$ cat config.mk
export PLATFORM = sky130hd
export DESIGN_NAME = hdlc_serial_crc
export DESIGN_NICKNAME = d
export VERILOG_FILES = /design/src/rtl/hdlc_serial_crc.sv
export SDC_FILE = /design/constraint.sdc
export NUM_CORES = 1
export LEC_CHECK = 0
export BUFFER_PORTS_ARGS = -buffer_cell sky130_fd_sc_hd__buf_2
export CORE_MARGIN = 4
export CORE_UTILIZATION = 44
export CTS_CLUSTER_SIZE = 14
export DETAILED_ROUTE_END_ITERATION = 10
export GPL_ROUTABILITY_DRIVEN = 0
export GPL_TIMING_DRIVEN = 0
export PLACE_DENSITY = 0.72
export SYNTH_ARGS = -nofsm -noshare
export SYNTH_HDL_FRONTEND = slang
export SYNTH_SLANG_ARGS = --single-unit
$ cat constraint.sdc
create_clock -name Clk -period 1.4 [get_ports Clk]
set_input_delay 0.28 -clock Clk [delete_from_list [all_inputs] [get_ports Clk]]
set_output_delay 0.28 -clock Clk [all_outputs]
set_load 0.005 [all_outputs]
$ cat src/rtl/hdlc_serial_crc.sv
// hdlc_serial_crc: bit-serial CRC-16-CCITT (x^16+x^12+x^5+1) generator/checker, MSB-first,
// non-reflected. Used on both sides of the HDLC datapath:
//   - transmit: absorb payload bits, then read the FCS out by feeding SCRC back as SData
//     (feedback is then always zero, so the register simply shifts left and empties);
//   - receive: absorb payload plus complemented FCS, then SCRCValid flags the good residue.
//
// Ports:
//   Clk        in   clock, all state changes on the rising edge
//   Rstn       in   asynchronous active-low reset, loads INIT
//   En         in   bit strobe, SData absorbed on this edge
//   Clr        in   synchronous clear to INIT, overrides En
//   SData      in   serial data bit
//   PCRC       out  16-bit CRC register
//   SCRC       out  PCRC[15], combinational
//   SCRCValid  out  PCRC == RESIDUE, combinational
module hdlc_serial_crc #(
  parameter logic [15:0] INIT    = 16'hFFFF,
  parameter logic [15:0] RESIDUE = 16'h1D0F
) (
  input  logic        Clk,
  input  logic        Rstn,
  input  logic        En,
  input  logic        Clr,
  input  logic        SData,
  output logic [15:0] PCRC,
  output logic        SCRC,
  output logic        SCRCValid
);

  localparam logic [15:0] Poly = 16'h1021;

  logic        fb;
  logic [15:0] crcNext;

  always_comb begin
    fb      = SData ^ PCRC[15];
    crcNext = {PCRC[14:0], 1'b0} ^ (fb ? Poly : 16'h0000);
  end

  always_ff @(posedge Clk or negedge Rstn) begin
    if (!Rstn) begin
      PCRC <= INIT;
    end else if (Clr) begin
      PCRC <= INIT;
    end else if (En) begin
      PCRC <= crcNext;
    end
  end

  assign SCRC      = PCRC[15];
  assign SCRCValid = (PCRC == RESIDUE);

endmodule

After elaboration in Yosys (flattened, before gate mapping)
Index checks and enable logic that the tools add are counted.
Widths: inputs -> output; s select.

operators by class
  equality and inequality tests = 1
  muxes and demuxes = 3
  bitwise gates (word level) = 2
  reduce and logical (&&, ||, !) cells = 1

operators by type and width
  cell                  count
  $mux 16               2
  $eq 16x13->1 const B  1
  $xor 16x13->16        1
  $mux 13               1
  $reduce_bool 2->1     1
  $xor 1x1->1           1

word-level totals
  logic and storage cells = 8
  bits in registers = 16

Depth between registers and ports, before layout
Gate-level depths: netlist (run 1).

  word-level depth = 5
  depth in mapped cells = 3
  depth with buffers taken out = 2

Worst setup path after synthesis (run 1)
No wires, ideal clock.

  path type = register -> output
  from = register PCRC[3]
  to = output port SCRCValid
  slack = -150 ps
  arrival = 1,270 ps
  stages on the path, launching flop included = 3
  path buffers = 0
  path through = dfstp_2 -> or4b_1 -> nor4_2

on the way
  word-level cells in the longest chain between the ends = 1

RTL lines
  item                      line  RTL
  start: declaration        25    output logic [15:0] PCRC,
  start signal: assignment  46    PCRC <= crcNext;
  $eq 16x13->1              51    assign SCRCValid = (PCRC == RESIDUE);
  end: declaration          27    output logic SCRCValid

Every way passes these cells.

Worst setup path in the final report (run 1)
  from = register PCRC[15]
  to = output port SCRCValid

The elaborated chain is that of the path after synthesis.

==> flow_results.org, run 1 <==
** Power
- Fraction of power consumed by sequential logic :: 52.6%
- The clock network accounts for 29.6% of the total power.
- Tot Pwr :: 1.04 mW
- Net switching is 25.1% of the power.
- In this run the power density over the cells is 1020 nW/um2.
- Switching power total :: 261 uW
- Total internal power :: 780 uW
- Of the total power, combinational logic draws 17.8%.
- Summed over all cells, the static leakage comes to 0.444 nW.
- The worst-case IR drop observed on VDD is 0.000510 V.

** Drt
- Per-cell routed wire length :: 15.6 um
- In the routed layout, each cell is associated on average with a via count of 5.33.
- The detailed router finished its first iteration with 6 violations.
- After detailed routing, the number of remaining DRC violations is 0.
- After detailed routing, the wire length on met1 is 860 um.
- Routed length on met3 :: 98 um
- DR WL met2 :: 858 um
- Uppermost layer routed :: met4
- Total Wirelength :: 1830 um
- Post-DRT Antenna Nets :: 0
- Routed vias :: 624
- The pre-antenna-repair detailed-routing pass consisted of 4 iterations.

** CTS
- CTS saw 16 sinks.
- Root cell of the clock tree :: sky130_fd_sc_hd__clkbuf_4
- The number of clock buffers added by TritonCTS is 3.
- The clock reaches the later pin of the worst-skew pair after 0.28 ns.
- CTS built an H-tree with a depth of 1.
- TritonCTS built the clock tree.
- The clock passes through at most 2 buffers.
- Clock-pin slew of the registers on the worst-case setup and hold paths :: 0.10 ns

** Yosys
- Post-Synthesis Mean Instance Area :: 12.9 um2
- Post-synthesis instance area :: 815 um2
- During synthesis, Yosys emitted a total of 0 warnings.
- Synth Instances :: 63
- Register area share after synthesis :: 51.6%
- In this run, synthesis produced a sequential element count of 16.
- Synth Net Count :: 68
- Number of different library cells in the post-synthesis netlist :: 15

** Die
- For this design the top-level I/O count stands at 23.
- The die is 51.0 um wide.
- Placeable Area :: 1750 um2
- The floorplan has 15 rows.
- Initial Utilization :: 46.7%
- Area of the die :: 2600 um2
- Y dimension of the die :: 51.0 um

** Timing
- Count of pins over their slew limit :: 0
- Final-layout worst hold slack :: 0.173 ns
- Of the available clock period, the critical path in the final layout requires 142%.
- Highest Clock Rate :: 503 MHz
- PnR worst setup slack :: -0.587 ns
- Max transition margin :: 65.8%
- Setup-failing EPs final :: 1
- Clock skew after layout :: 0.00347 ns
- The smallest clock period supported by the final layout is computed as 1.99 ns.
- The number of hold violations in the final report came to 0.
- Setup repair after global routing could not meet its margin everywhere.
- At the pin with the least slew margin, the transition time is 0.513 ns.
- Setup TNS Final :: -0.587 ns

** GRT
- Entering global routing, the biggest net connects 17 pins.
- Congestion Overflow GR :: 0
- Global-route wire length before repair :: 3040 um
- The via count of the first global-routing pass is 648.
- The initial antenna violation count is 0.
- For this run, the total global-route usage over all layers was measured as 15.7%.

** Cells and area
- Largest registers ranked by flip-flop count :: PCRC: 16 flops
- The register with the most flip-flops in the layout has 16 of them.
- After filler insertion, the fill cell instance count of the layout stands at 164.
- Net total in the final layout :: 98
- Compared with the post-synthesis result, the final layout area differs by 25.7%.
- The repair_antennas step left the layout with diodes totalling 0.
- The library cell used most frequently in the layout, excluding fill and tap cells, is sky130_fd_sc_hd__buf_2.
- After the flow finishes, the layout carries non-filler instances totaling 117.
- The library cells used most frequently in the layout, excluding fill and tap cells, are 23 x sky130_fd_sc_hd__buf_2, 16 x sky130_fd_sc_hd__dfstp_2, 16 x sky130_fd_sc_hd__a211o_1.
- Fraction of layout instances using a drive strength above 1 :: 57.6%
- PCRC holds more flip-flops than any other register.

** Placement
- Buffers placed on the I/O ports in this run total 21.
- The wire-length estimate of the detail-placed layout is 1240 um.
- Number of cells after detailed placement :: 109

** Run status
- Result of the run :: finished, violations left
- The checks that failed: setup timing.

** Worst setup path
- Worst path arrival time :: 1.71 ns
- The endpoint identified for the worst register-to-register timing path is PCRC[12]$_DFFE_PN1P_.
- Required time of the worst setup path :: 1.12 ns
- In this run the register-to-register setup slack is 0.09 ns.
- Critical Path Sink Type :: primary output
- The worst setup path is launched from a register.
- Measured in cells, the most critical reg-to-reg path has a length of 4.
- The startpoint identified for the worst register-to-register timing path is PCRC[15]$_DFFE_PN1P_.
- Class of the most critical setup path :: reg -> out
- Along the worst path, the maximum fanout reaches 2.

** Job
- The tool flagged a number of max-cap violations equal to 0.

** Min path
- The worst hold path belongs to the class in -> async.
[worst max-delay path by stage]
stage | startpoint | endpoint | cells after the start
floorplan | PCRC[3]$_DFFE_PN1P_ | SCRCValid | 2
global route | PCRC[15]$_DFFE_PN1P_ | SCRCValid | 4
global placement | PCRC[3]$_DFFE_PN1P_ | SCRCValid | 3
detailed placement | PCRC[3]$_DFFE_PN1P_ | SCRCValid | 3
finish | PCRC[15]$_DFFE_PN1P_ | SCRCValid | 4
CTS | PCRC[11]$_DFFE_PN1P_ | SCRCValid | 3
[stage by stage]
step / setup WS [ns] / instance area (um2) / util, %
finish: -0.587 / 1020 / 58.6
global route: -0.659 / 1020 / 58.6
CTS: -0.603 / 1020 / 58.6
detailed placement: -0.314 / 951 / 54.5
global placement: -0.296 / 951 / 54.5
floorplan: -0.150 / 815 / -
[power by group through the flow]
stage                     registers (mW)  clock network (mW)  logic [mW]
after global placement             0.555                   0       0.168
final                              0.548               0.308       0.185
after global routing               0.551               0.347       0.203
after CTS                          0.547               0.320       0.188
after floorplan                    0.553                   0       0.103
after detailed placement           0.557                   0       0.171
[kinds of logic (layout without fill, tap and decap cells)]
group,Yosys count,count (layout),share of synthesized area (%)
buf+inv,7,36,5.07
compound gates,16,16,17.2
flops,16,16,51.6
simple gates,21,21,19.2
xor+xnor,3,3,6.91
[metal layers]
metal	vias up	GRT usage (%)
li1	286	-
met3	2	4.37
met2	22	26.8
met4	0	4.04
met1	314	19.3
met5	-	0
[synthesized netlist by cell type, drive strengths merged]
master / count / area share, %
buf: 5 / 4.1
nand4: 1 / 0.77
dfstp: 16 / 52
or4bb: 1 / 1.4
nor2b: 16 / 13
nor4: 1 / 1.5
xor2: 1 / 1.1
clkbuf: 2 / 0.92
xor3: 2 / 5.8
a211o: 16 / 17
or4b: 2 / 2.9
[critical path, cell delays in order, from the launching register on]
cell                      delay (ns)
sky130_fd_sc_hd__dfstp_2        0.38
sky130_fd_sc_hd__buf_6          0.11
sky130_fd_sc_hd__or4b_4         0.50
sky130_fd_sc_hd__nor4_2         0.28
sky130_fd_sc_hd__buf_2          0.15
[repair_timing]
| item | 4_1_cts | 5_1_grt |
|---|---|---|
| setup endpoints to repair | 1 | 3 |
| hold buffers | 0 | 0 |
| pin swaps | 4 | 1 |
| gates cloned | 0 | 0 |
| gates resized for setup | 2 | 0 |
| setup buffers | 4 | 0 |
[area by class of cell]
type / instances / area, um2 / share of cell area, %
Buffer: 7 / 41.3 / 4.03
Clock buffer: 4 / 36.3 / 3.55
Multi-Input combinational cell: 40 / 353 / 34.5
Sequential cell: 16 / 420 / 41.1
Tap cell: 25 / 31.3 / 3.06
Timing Repair Buffer: 25 / 141 / 13.8
No activity file was read; power rests on OpenSTA's default activity.
==> run 2: changes to the inputs <==
--- a/config.mk
+++ b/config.mk
@@ -13,6 +13,7 @@
 export GPL_ROUTABILITY_DRIVEN = 0
 export GPL_TIMING_DRIVEN = 0
 export PLACE_DENSITY = 0.72
+export RECOVER_POWER = 50
 export SYNTH_ARGS = -nofsm -noshare
 export SYNTH_HDL_FRONTEND = slang
 export SYNTH_SLANG_ARGS = --single-unit
==> run 2 against run 1 <==
  * The flow still finishes with violations (setup timing)
  * Largest cell class unchanged
  * Global-route usage is the same
  * Critical endpoint unchanged
  * Combinational power about the same
  * Hold slack better by 0.19 ns
==> flow_results.org, run 2 (synthesis gave the netlist of run 1 again) <==
** Run status
- Result of the run :: finished, violations left
- Failing checks :: setup timing

** CTS
- The total number of clock tree sinks was 16 (unchanged).
- The count of H-tree levels built during CTS was 1 (unchanged).
- Hold Buf Count CTS :: 0 (unchanged)
- The number of buffers between clock root and the deepest sink is 2 (unchanged).
- The clock transition at the register clock pins on the worst setup and hold paths after CTS is 0.10 ns (about the same).
- Root cell of the clock tree :: sky130_fd_sc_hd__clkbuf_4
- TritonCTS clock tree :: built
- The later-pin clock latency in the skew report was 0.28 ns (about the same).
- Number of buffers created by CTS :: 3 (unchanged)

** Power
- Power per standard cell area :: 1020 nW/um2 (+0.14%)
- P_leak :: 0.441 nW (-0.62%)
- The peak supply drop came to 0.000508 V (-0.36%).

** Cells and area
- Register area :: 420 um2 (unchanged)
- Top reg by flops :: PCRC
- The total number of nets in the final design came to 98 (unchanged).
- The share of cells above drive strength 1 came to 56.5% (-1.1 points).
- The final cell area excluding filler cells is 1020 um2 (-0.12%).
- Post-route core utilization :: 58.6% (-0.072 points)
- Leading cell type in the layout, fill and taps excluded :: sky130_fd_sc_hd__buf_2
- The number of diodes was 0 (unchanged).
- The total of fill cells in the finished design came to 165 (+0.61%).
- The flip-flop count of the largest register after layout came to 16 (unchanged).
- Largest registers ranked by flip-flop count :: PCRC: 16 flops
- Multi-input logic area :: 353 um2 (unchanged)
- In the layout the commonest cells are 22 x sky130_fd_sc_hd__buf_2, 16 x sky130_fd_sc_hd__dfstp_2, 16 x sky130_fd_sc_hd__a211o_1.
- Layout Area Growth over Synthesis :: 25.5%
- Final std cells w/o fill :: 117 (unchanged)

** Timing
- The setup violation total in the final timing report came to 1 (unchanged).
- Count of pins over their slew limit :: 0 (unchanged)
- The post-route fraction of the period consumed by the critical path was 142% (about the same).
- The timing-limited maximum frequency is 503 MHz (about the same).
- The pin slew with the least headroom to its limit was 0.872 ns (+0.359 ns).
- Max transition margin :: 41.9% (-24 points)
- Final Critical Period :: 1.99 ns (-0.000135 ns)
- Setup repair after global routing could not meet its margin everywhere.
- The final worst clock skew came to 0.000799 ns (-0.00267 ns).
- PnR worst setup slack :: -0.586 ns (+0.000135 ns)
- Hold violation count in the final report :: 0 (unchanged)

** GRT
- The sum of overflow across all layers after global routing is 0 (unchanged).
- Number of antenna violations at the first check in global routing :: 0 (unchanged)
- Global router's overall resource usage :: 15.7% (unchanged)
- The via count of the first global-routing pass came to 648 (unchanged).
- The global-route wire length before repair was 3040 um (unchanged).
- The pin count of the biggest net entering global routing was 17 (unchanged).

** Worst setup path
- Delay of the slowest cell on the worst path :: 0.50 ns (about the same)
- Traced cell by cell, the critical path runs through buf_6, or4b_4, nor4_2, buf_2.
- Largest driver fanout on the critical path :: 2 (unchanged)
- Class of the most critical setup path :: reg -> out
- The data arrival at the endpoint of the critical path was 1.71 ns (about the same).
- Critical path buffers and inverters :: 2 (unchanged)
- The worst setup path is launched from a register.
- Critical Path Sink Type :: primary output
- Slowest cell on crit path :: sky130_fd_sc_hd__or4b_4
- Required time of the worst setup path :: 1.12 ns (about the same)
- Among cell families on the critical path, the largest total delay comes from simple AND/OR/NAND/NOR gates.

** Placement
- Worst setup timing slack at the placement stage :: -0.314 ns (unchanged)
- Post-detailed-placement half-perimeter wirelength :: 1240 um (unchanged)
- Number of cells after detailed placement :: 109 (unchanged)
- Count of port buffers added during placement :: 21 (unchanged)
- The standard cell area after detailed placement was 951 um2 (unchanged).

** Die
- Area of the die :: 2600 um2 (unchanged)
- Placeable Area :: 1750 um2 (unchanged)
- The die span in x was 51.0 um (unchanged).
- Core Rows :: 15 (unchanged)
- The effective utilization at floorplan is 46.7% (unchanged).
- Y dimension of the die :: 51.0 um (unchanged)
- IO Pins :: 23 (unchanged)

** Min path
- The path class of the tightest hold or removal check is in -> reg.

** Drt
- The vias after detailed routing came to 621 (-0.48%).
- Per-cell routed wire length :: 15.5 um (-0.71%)
- The detailed-route wire length came to 1820 um (-0.71%).
- Initial DRC count :: 15 (+9)
- The residual DRC count was 0 (unchanged).
- The final antenna-violating net count was 0 (unchanged).
- Via-to-Cell Ratio :: 5.31 (-0.48%)
- First-pass iteration count of the detailed router :: 3 (-1)

** Job
- Maxcap violations :: 0 (unchanged)
[run 2: power breakdown]
part	internal (mW)	total [mW]	switching, mW
combinational	0.103	0.184	0.0818
sequential	0.518	0.547	0.0284
clock	0.158	0.310	0.152
total	0.779	1.04	0.262
[run 2: worst paths after layout]
check | slack, ns | depth (start not counted) | to | start
max in group asynchronous | 0.88 | 1 | PCRC[4]$_DFFE_PN1P_ | Rstn
min in group asynchronous | 0.50 | 1 | PCRC[0]$_DFFE_PN1P_ | Rstn
max reg2reg | 0.10 | 4 | PCRC[12]$_DFFE_PN1P_ | PCRC[15]$_DFFE_PN1P_
min | 0.36 | 3 | PCRC[9]$_DFFE_PN1P_ | En
min reg2reg | 0.63 | 1 | PCRC[6]$_DFFE_PN1P_ | PCRC[5]$_DFFE_PN1P_
max | -0.59 | 4 | SCRCValid | PCRC[15]$_DFFE_PN1P_
[run 2: through the flow]
stage / setup TNS, ns / power, mW / hold WS (ns)
6_report: -0.586 / 1.04 / 0.359
2_1_floorplan: -0.150 / 0.656 / 0.132
4_1_cts: -0.608 / 1.06 / 0.179
5_1_grt: -0.693 / 1.10 / 0.369
3_5_place_dp: -0.314 / 0.728 / 0.499
3_3_place_gp: -0.296 / 0.723 / 0.491
[run 2: cell type report]
class | count | area share, %
plain buffers | 7 | 4.04
clock buffers | 4 | 3.55
multi-input cells | 40 | 34.5
flip-flops and latches | 16 | 41.1
well taps | 25 | 3.06
repair buffers | 25 | 13.7
[run 2: timing repair]
| action | in CTS | in global routing |
|---|---|---|
| buffers inserted | 4 | 0 |
| endpoints found under the setup margin | 1 | 3 |
| pin swaps | 4 | 1 |
| resized for setup | 2 | 0 |
[run 2: worst min-delay path, cell delays in order]
cell	delay, ns
sky130_fd_sc_hd__buf_2	0.13
sky130_fd_sc_hd__nor2b_1	0.11
sky130_fd_sc_hd__a211o_1	0.11
[run 2: metal layers]
layer | wire length [um] | vias to the layer above | GRT usage [%]
met3 | 86 | 4 | 4.37
li1 | - | 286 | -
met2 | 863 | 16 | 26.8
met1 | 844 | 315 | 19.3
met5 | 0 | - | 0
met4 | 23 | 0 | 4.04
